--- config.mk ---
export PLATFORM = sky130hd
export DESIGN_NAME = core_muldiv_seq
export DESIGN_NICKNAME = d
export VERILOG_FILES = /design/src/rtl/core_muldiv_seq.sv
export SDC_FILE = /design/constraint.sdc
export NUM_CORES = 1
export LEC_CHECK = 0
export BUFFER_PORTS_ARGS = -buffer_cell sky130_fd_sc_hd__buf_4
export CAP_MARGIN = 40
export CORE_MARGIN = 2
export CORE_UTILIZATION = 40
export DETAILED_ROUTE_END_ITERATION = 16
export GPL_TIMING_DRIVEN = 0
export PLACE_DENSITY_LB_ADDON = 0.08
export SETUP_SLACK_MARGIN = 0.3
export SLEW_MARGIN = 15
export SYNTH_ARGS = -nofsm -noshare
export SYNTH_HDL_FRONTEND = slang
export SYNTH_SLANG_ARGS = --single-unit
export TNS_END_PERCENT = 10
--- constraint.sdc ---
create_clock -name clk -period 3 [get_ports clk]
set_clock_uncertainty 0.05 [all_clocks]
set_input_delay 0.3 -clock clk [delete_from_list [all_inputs] [get_ports clk]]
set_output_delay 0.3 -clock clk [all_outputs]
set_load 0.02 [all_outputs]
--- src/rtl/core_muldiv_seq.sv ---
// Iterative 32-bit multiply/divide sequencer for the execute stage.
// MUL: 32 shift-add steps on a 64-bit accumulator. DIV: 32 restoring steps, MSB first.
// A FIXUP cycle applies the result sign and computes the zero flag. The result is then
// held in DONE until the consumer takes it.
module core_muldiv_seq #(
    parameter int DATA_W = 32
) (
    input  logic              clk,
    input  logic              rst,
    input  logic              req_valid,
    output logic              req_ready,
    input  logic              req_div,
    input  logic              req_signed,
    input  logic [DATA_W-1:0] operand_a,
    input  logic [DATA_W-1:0] operand_b,
    input  logic              flush,
    output logic              resp_valid,
    input  logic              resp_ready,
    output logic [DATA_W-1:0] result,
    output logic              sr_zf,
    output logic              div_zero,
    output logic              stall
);

    typedef enum logic [2:0] {
        S_IDLE,
        S_MUL,
        S_DIV,
        S_FIXUP,
        S_DONE
    } state_t;

    state_t              r_state;
    logic [5:0]          r_cnt;
    logic [2*DATA_W-1:0] r_acc;      // MUL: {partial product, multiplier}; DIV: {remainder, dividend/quotient}
    logic [DATA_W-1:0]   r_b;        // MUL: multiplicand magnitude; DIV: divisor magnitude
    logic                r_neg;      // final result must be negated
    logic                r_resp_valid;
    logic [DATA_W-1:0]   r_result;
    logic                r_zf;
    logic                r_dz;

    // Two's-complement negation.
    function automatic logic [DATA_W-1:0] f_neg(input logic [DATA_W-1:0] v);
        return ~v + 1'b1;
    endfunction

    // Magnitude of an operand. 0x80000000 maps onto itself, which is the correct unsigned magnitude.
    function automatic logic [DATA_W-1:0] f_mag(input logic [DATA_W-1:0] v, input logic s);
        return (s && v[DATA_W-1]) ? f_neg(v) : v;
    endfunction

    logic [DATA_W-1:0] w_mag_a;
    logic [DATA_W-1:0] w_mag_b;
    logic [DATA_W:0]   w_mul_sum;
    logic [DATA_W:0]   w_div_part;
    logic [DATA_W+1:0] w_div_sub;
    logic              w_div_ok;
    logic              w_unused_sub_msb;
    logic [DATA_W-1:0] w_fix;

    assign w_mag_a   = f_mag(operand_a, req_signed);
    assign w_mag_b   = f_mag(operand_b, req_signed);

    // Shift-add step: add the multiplicand into the upper half when the current multiplier bit is set.
    assign w_mul_sum = {1'b0, r_acc[2*DATA_W-1:DATA_W]} + (r_acc[0] ? {1'b0, r_b} : '0);

    // Restoring step: shift the next dividend bit into the remainder and trial-subtract the divisor.
    // The subtraction is one bit wider than the partial remainder so its borrow shows whether the divisor fit.
    assign w_div_part       = {r_acc[2*DATA_W-1:DATA_W], r_acc[DATA_W-1]};
    assign w_div_sub        = {1'b0, w_div_part} - {2'b00, r_b};
    assign w_div_ok         = ~w_div_sub[DATA_W+1];
    assign w_unused_sub_msb = w_div_sub[DATA_W];

    assign w_fix = r_neg ? f_neg(r_acc[DATA_W-1:0]) : r_acc[DATA_W-1:0];

    // Handshake and hold outputs, forced low while reset is asserted.
    assign req_ready  = !rst && (r_state == S_IDLE) && !flush;
    assign stall      = !rst && (r_state != S_IDLE) && !((r_state == S_DONE) && resp_ready);
    assign resp_valid = !rst && r_resp_valid;
    assign result     = rst ? '0 : r_result;
    assign sr_zf      = !rst && r_zf;
    assign div_zero   = !rst && r_dz;

    // Sequencer FSM and datapath. Reset beats flush, and flush beats every handshake.
    always_ff @(posedge clk) begin
        if (rst) begin
            r_state      <= S_IDLE;
            r_cnt        <= '0;
            r_acc        <= '0;
            r_b          <= '0;
            r_neg        <= 1'b0;
            r_resp_valid <= 1'b0;
            r_result     <= '0;
            r_zf         <= 1'b0;
            r_dz         <= 1'b0;
        end else if (flush) begin
            r_state      <= S_IDLE;
            r_resp_valid <= 1'b0;
            r_result     <= '0;
            r_zf         <= 1'b0;
            r_dz         <= 1'b0;
        end else begin
            case (r_state)
                S_IDLE: begin
                    if (req_valid && req_ready) begin
                        r_cnt <= '0;
                        r_neg <= req_signed && (operand_a[DATA_W-1] ^ operand_b[DATA_W-1]);
                        if (!req_div) begin
                            r_b     <= w_mag_a;
                            r_acc   <= {{DATA_W{1'b0}}, w_mag_b};
                            r_state <= S_MUL;
                        end else if (operand_b == '0) begin
                            r_acc        <= '0;
                            r_resp_valid <= 1'b1;
                            r_result     <= '1;
                            r_zf         <= 1'b0;
                            r_dz         <= 1'b1;
                            r_state      <= S_DONE;
                        end else begin
                            r_b     <= w_mag_b;
                            r_acc   <= {{DATA_W{1'b0}}, w_mag_a};
                            r_state <= S_DIV;
                        end
                    end
                end
                S_MUL: begin
                    r_acc <= {w_mul_sum, r_acc[DATA_W-1:1]};
                    r_cnt <= r_cnt + 6'd1;
                    if (r_cnt == 6'd31) r_state <= S_FIXUP;
                end
                S_DIV: begin
                    if (w_div_ok)
                        r_acc <= {w_div_sub[DATA_W-1:0], r_acc[DATA_W-2:0], 1'b1};
                    else
                        r_acc <= {w_div_part[DATA_W-1:0], r_acc[DATA_W-2:0], 1'b0};
                    r_cnt <= r_cnt + 6'd1;
                    if (r_cnt == 6'd31) r_state <= S_FIXUP;
                end
                S_FIXUP: begin
                    r_result     <= w_fix;
                    r_zf         <= (w_fix == '0);
                    r_dz         <= 1'b0;
                    r_resp_valid <= 1'b1;
                    r_state      <= S_DONE;
                end
                S_DONE: begin
                    if (resp_ready) begin
                        r_resp_valid <= 1'b0;
                        r_result     <= '0;
                        r_zf         <= 1'b0;
                        r_dz         <= 1'b0;
                        r_state      <= S_IDLE;
                    end
                end
                default: r_state <= S_IDLE;
            endcase
        end
    end

endmodule

## After elaboration in Yosys (flattened, before gate mapping)

Index checks and enable logic that the tools add are counted.

- Register bits: 141
- Bits in latches: 0
- Bits in writable memories: 0
- Bits in read-only memories: 0
- Output and inout port bits: 37
- Logic and storage cells: 96
- Memories kept: 0

- $add $sub $neg: 6
- Multiply operators: 0
- Divide/modulo/power cells: 0
- Magnitude comparators: 0
- Equal/unequal tests: 11
- Shifts and indexed selects: 0
- Multiplexer cells: 35
- Bitwise gates (word level): 5
- Reduce and logical (&&, ||, !) cells: 30

Operators with widths:

| cell | count |
|---|---|
| $mux 32 | 13 |
| $pmux 64 s3 | 1 |
| $mux 64 | 2 |
| $add 32x1->32 const B | 3 |
| $not 32->32 | 3 |
| $pmux 32 s3 | 1 |
| $logic_not 32->1 | 2 |
| $sub 33x32->34 | 1 |
| $add 32x32->33 | 1 |
| $mux 3 | 5 |
| $logic_and 1x1->1 | 12 |
| $pmux 3 s4 | 1 |
| $pmux 6 s2 | 1 |
| $reduce_and 3->1 | 4 |
| $pmux 1 s3 | 3 |
| $reduce_bool 3->1 | 3 |
| $mux 1 | 7 |
| $add 6x1->6 const B | 1 |
| $eq 3x2->1 const B | 2 |
| $eq 6x5->1 const B | 1 |
| $mux 6 | 1 |
| $ne 2x1->1 const B | 3 |
| $ne 2x2->1 const B | 3 |
| $reduce_and 5->1 | 1 |
| other kinds (9) | 12 |

## Logic depth before layout (Yosys ltp)

- Depth after elaboration: 7
- Depth in mapped cells: 14
- Depth with buffers taken out: 13

## Least setup slack after synthesis

No wires, ideal clock.

- Kind: reg2reg
- Start: register r_acc[0]
- End: register r_acc[57]
- Arrival: 3.108 ns
- Required time: 2.849 ns
- Slack: -0.259 ns
- Cell stages (with the launch flop): 15
- Buffers on the path: 2
- Period minus slack after synthesis: 3.259 ns
- Cell sequence: dfxtp_1 -> inv_1 -> buf_1 -> nor2_1 -> ha_1 -> clkbuf_1 -> nand3_1 -> or4_1 -> a211oi_1 -> nor3b_1 -> o21ba_2 -> o31ai_1 -> a21oi_1 -> xor2_1 -> o41ai_1

- Cells in the longest elaborated chain, start to end: 3

Ends and longest elaborated chain:

| item | RTL line | RTL |
|---|---|---|
| start: declaration | 35 | `logic [2*DATA_W-1:0] r_acc;` |
| start signal: assignment | 111 | `r_acc <= {{DATA_W{1'b0}}, w_mag_b};` |
| start signal: assignment | 122 | `r_acc <= {{DATA_W{1'b0}}, w_mag_a};` |
| start signal: assignment | 128 | `r_acc <= {w_mul_sum, r_acc[DATA_W-1:1]};` |
| $mux 32 | 66 | `assign w_mul_sum = {1'b0, r_acc[2*DATA_W-1:DATA_W]} + (r_acc[0] ? {1'b0, r_b} : '0);` |
| $add 32x32->33 | 66 |  |
| $pmux 64 s3 | 104 | `case (r_state)` |

No other way between the ends.
A chain may end at the register's enable or synchronous reset.

## Worst setup path after layout

Ends and elaborated chain as after synthesis.

==> impl_metrics.toml <==
[global_route]
grt_pass1_vias = 13652
grt_start_max_net_pins = 17
antenna_found_initial = 0
track_usage_pct = 31.7
grt_pass1_wl_um = 82200
overflow = 0

[floorplan]
die_x_um = 184
die-area_um2 = 33900
core-area_um2 = 31700
die_y_um = 184
pin_count = 108
start_util_pct = 40.9
core.rowCount = 65

[hold_path]
hp-class = "input pin to register"

[clock_network]
cts-htree-levels = 4
cts_buffers = 17
cts_tree = "yes"
cts.sink_count = 141
holdBufCountCts = 0
cts-root-buf = "clkbuf_16"
clock_latency_ns = 0.44
cts.clk_slew.worst_paths_ns = 0.07
cts_max_path_buffers = 2

[worst_setup_path]
r2r_slack_ns = -0.31
r2r_cells = 14
worstPathRequired_ns = 3.29
critPathCaptureType = "register"
cp-endpoint = "r_acc[57]"
worstSetupPathType = "register to register"
start_kind = "register"
crit_fanout = 8
r2r-start = "r_acc[0]"
crit_arrival_ns = 3.60
worstReg2RegEnd = "r_acc[57]"
cp-startpoint = "r_acc[0]"

[power_and_ir_drop]
power_w = 0.00765
leakagePower_nw = 6.46
cellPowerDensity_nw_per_um2 = 461
ir_drop_uv = 422

[synthesis]
ys_seq_area_share_pct = 21.8
synth_cells = 1759
synthMuxAreaShare_pct = 2.60
synth_common_cells = "192 x nor2_1, 164 x a21oi_1, 141 x dfxtp_1"
synth-xor-area-share_pct = 9.25
syn_nets = 1900
yosysTopAreaCell = "dfxtp_1"
synth_area_leaders = "dfxtp_1 22%, ha_1 6.6%, a21oi_1 6.3%, nor2_1 5.6%, o21ai_0 5.0%"
ys_async_sr_fraction_pct = 0
synth-edff-count = 0
synth_top_family_by_area = "compound AO/OA/AOI/OAI gates"
yosys.area_share.simple_pct = 21.5
synthDistinctLibCells = 82
yosys.area.top_type_share_pct = 21.8
synthFlopType = "dfxtp_1"
yosys_warnings = 0
synth.most_common_cell = "nor2_1"
syn_area_um2 = 13000
synth_compound_area_share_pct = 32.3
synth_fa_ha_area_share_pct = 6.87
synth_seq_cells = 141
syn_area_per_cell_um2 = 7.38

[sta]
timing.fmax_ghz = 0.302
min_period_ns = 3.31
worstMarginPinSlew_ns = 0.858
timing.final.ws_setup_ns = -0.311
hold_viol_final = 0
slew_headroom_pct = 42.8
rsz0062_at_grt = "yes"
slew_viol_final = 0
finalHoldWorstSlack_ns = 0.154
setup_viol = 29
finalCritPeriodShare_pct = 110

[final_layout]
nets = 2088
finish.instance_area_um2 = 16600
diodes = 0
layout-drive-gt1-share_pct = 23.7
area_growth_pct = 27.7
fillers = 3118

[route]
first_pass_iters = 6
via_per_inst = 6.21
wl_um = 55000
ant_nets = 0
via_count = 14677
routedWlPerCell_um = 23.3
drt_iter0_drc = 1221
drc = 0

[placement]
placement.cell_area_um2 = 14300
portBuffers = 106
pre_cts_ws_ns = -0.908
dp_hpwl_um = 41600
gp_congestion = 0.992

[job]
cap_violations = 0

[run_status]
status = "finished, violations left"
violations = "negative setup slack"
==> through the flow <==
step,setup TNS [ns],std cells,utilization (%)
after floorplan,0,1759,-
after global placement,-68.52,2267,45.2
after detailed placement,-60.90,2267,45.2
after CTS,-4.47,2344,50.7
after global routing,-6.99,2362,52.3
final,-5.02,2362,52.3
==> cell families (layout without fill, tap and decap cells) <==
group | after synthesis | count (layout)
simple gates | 571 | 571
flops | 141 | 141
mux | 32 | 32
xor+xnor | 137 | 137
fa+ha+maj | 70 | 70
compound gates | 617 | 617
buf+inv | 191 | 392
==> layout make-up <==
class | instances | area (um^2) | area share [%]
multi-input cells | 1427 | 10400 | 62.8
well taps | 402 | 503 | 3.03
inverters | 66 | 258 | 1.56
repair buffers | 169 | 1350 | 8.12
flip-flops and latches | 141 | 2840 | 17.1
plain buffers | 125 | 636 | 3.84
clock buffers | 24 | 502 | 3.03
clock inverters | 8 | 81.3 | 0.491
==> flip-flops by register name, indices dropped and copies added (netlist names) <==
name / flops
r_acc: 64
r_b: 32
r_cnt: 6
r_dz: 1
r_neg: 1
r_resp_valid: 1
r_result: 32
r_state: 3
r_zf: 1
==> per-layer routing <==
layer | GRT usage [%] | wire length (um) | vias up
met5 | 0 | 0 | -
met3 | 4.76 | 4600 | 102
met1 | 45.3 | 24800 | 7040
li1 | - | - | 6838
met2 | 49.0 | 23900 | 697
met4 | 10.0 | 1670 | 0
==> power breakdown <==
group	leakage, nW	switching, W	internal [W]
clock network	0.271	0.000898	0.00125
registers	1.15	0.000118	0.00197
logic	5.04	0.00197	0.00144
==> critical path, stage by stage (launching register included) <==
cell	delay, ns
dfxtp_4	0.38
inv_8	0.11
buf_8	0.15
nor2_1	0.06
ha_1	0.32
nand4_1	0.26
or4_4	0.51
a211oi_4	0.27
buf_4	0.18
nor3b_4	0.05
o21ba_4	0.22
o31ai_2	0.17
a21oi_1	0.11
xor2_1	0.17
o41ai_1	0.22
==> placed cells by master, fill, tap and decap left out, types with 18 or more instances in the layout <==
master | netlist | layout
a31oi_1 | 21 | 19
xnor2_1 | 65 | 65
o221a_2 | 33 | 33
clkbuf_16 | 0 | 18
ha_1 | 68 | 53
a221oi_1 | 38 | 32
nand2_1 | 138 | 130
nor3_1 | 38 | 34
o21ai_0 | 129 | 120
dfxtp_1 | 141 | 132
o31ai_1 | 21 | 19
inv_1 | 66 | 60
o211ai_1 | 35 | 35
nand3_1 | 27 | 23
nor2b_1 | 45 | 41
xor2_1 | 72 | 69
buf_4 | 3 | 164
nor2_1 | 192 | 181
clkbuf_1 | 98 | 81
a21oi_1 | 164 | 152
a21o_1 | 27 | 26
==> worst min path at each step <==
| stage | start | to | slack, ns | cells after the start |
|---|---|---|---|---|
| after CTS | req_valid | r_neg | 0.14 | 3 |
| after global placement | r_b[28] | r_b[28] | 0.39 | 2 |
| after floorplan | r_b[17] | r_b[17] | 0.38 | 2 |
| after global routing | operand_a[31] | r_acc[31] | 0.14 | 3 |
| final | req_valid | r_neg | 0.15 | 3 |
| after detailed placement | r_b[11] | r_b[11] | 0.39 | 2 |
==> what timing repair did <==
action,4_1_cts,5_1_grt
cloned,1,1
setup buffers,44,15
setup endpoints to repair,135,133
pin swaps,69,36
hold endpoints to repair,0,0
gates resized for setup,186,82
Power figures use the tool's default switching activity.
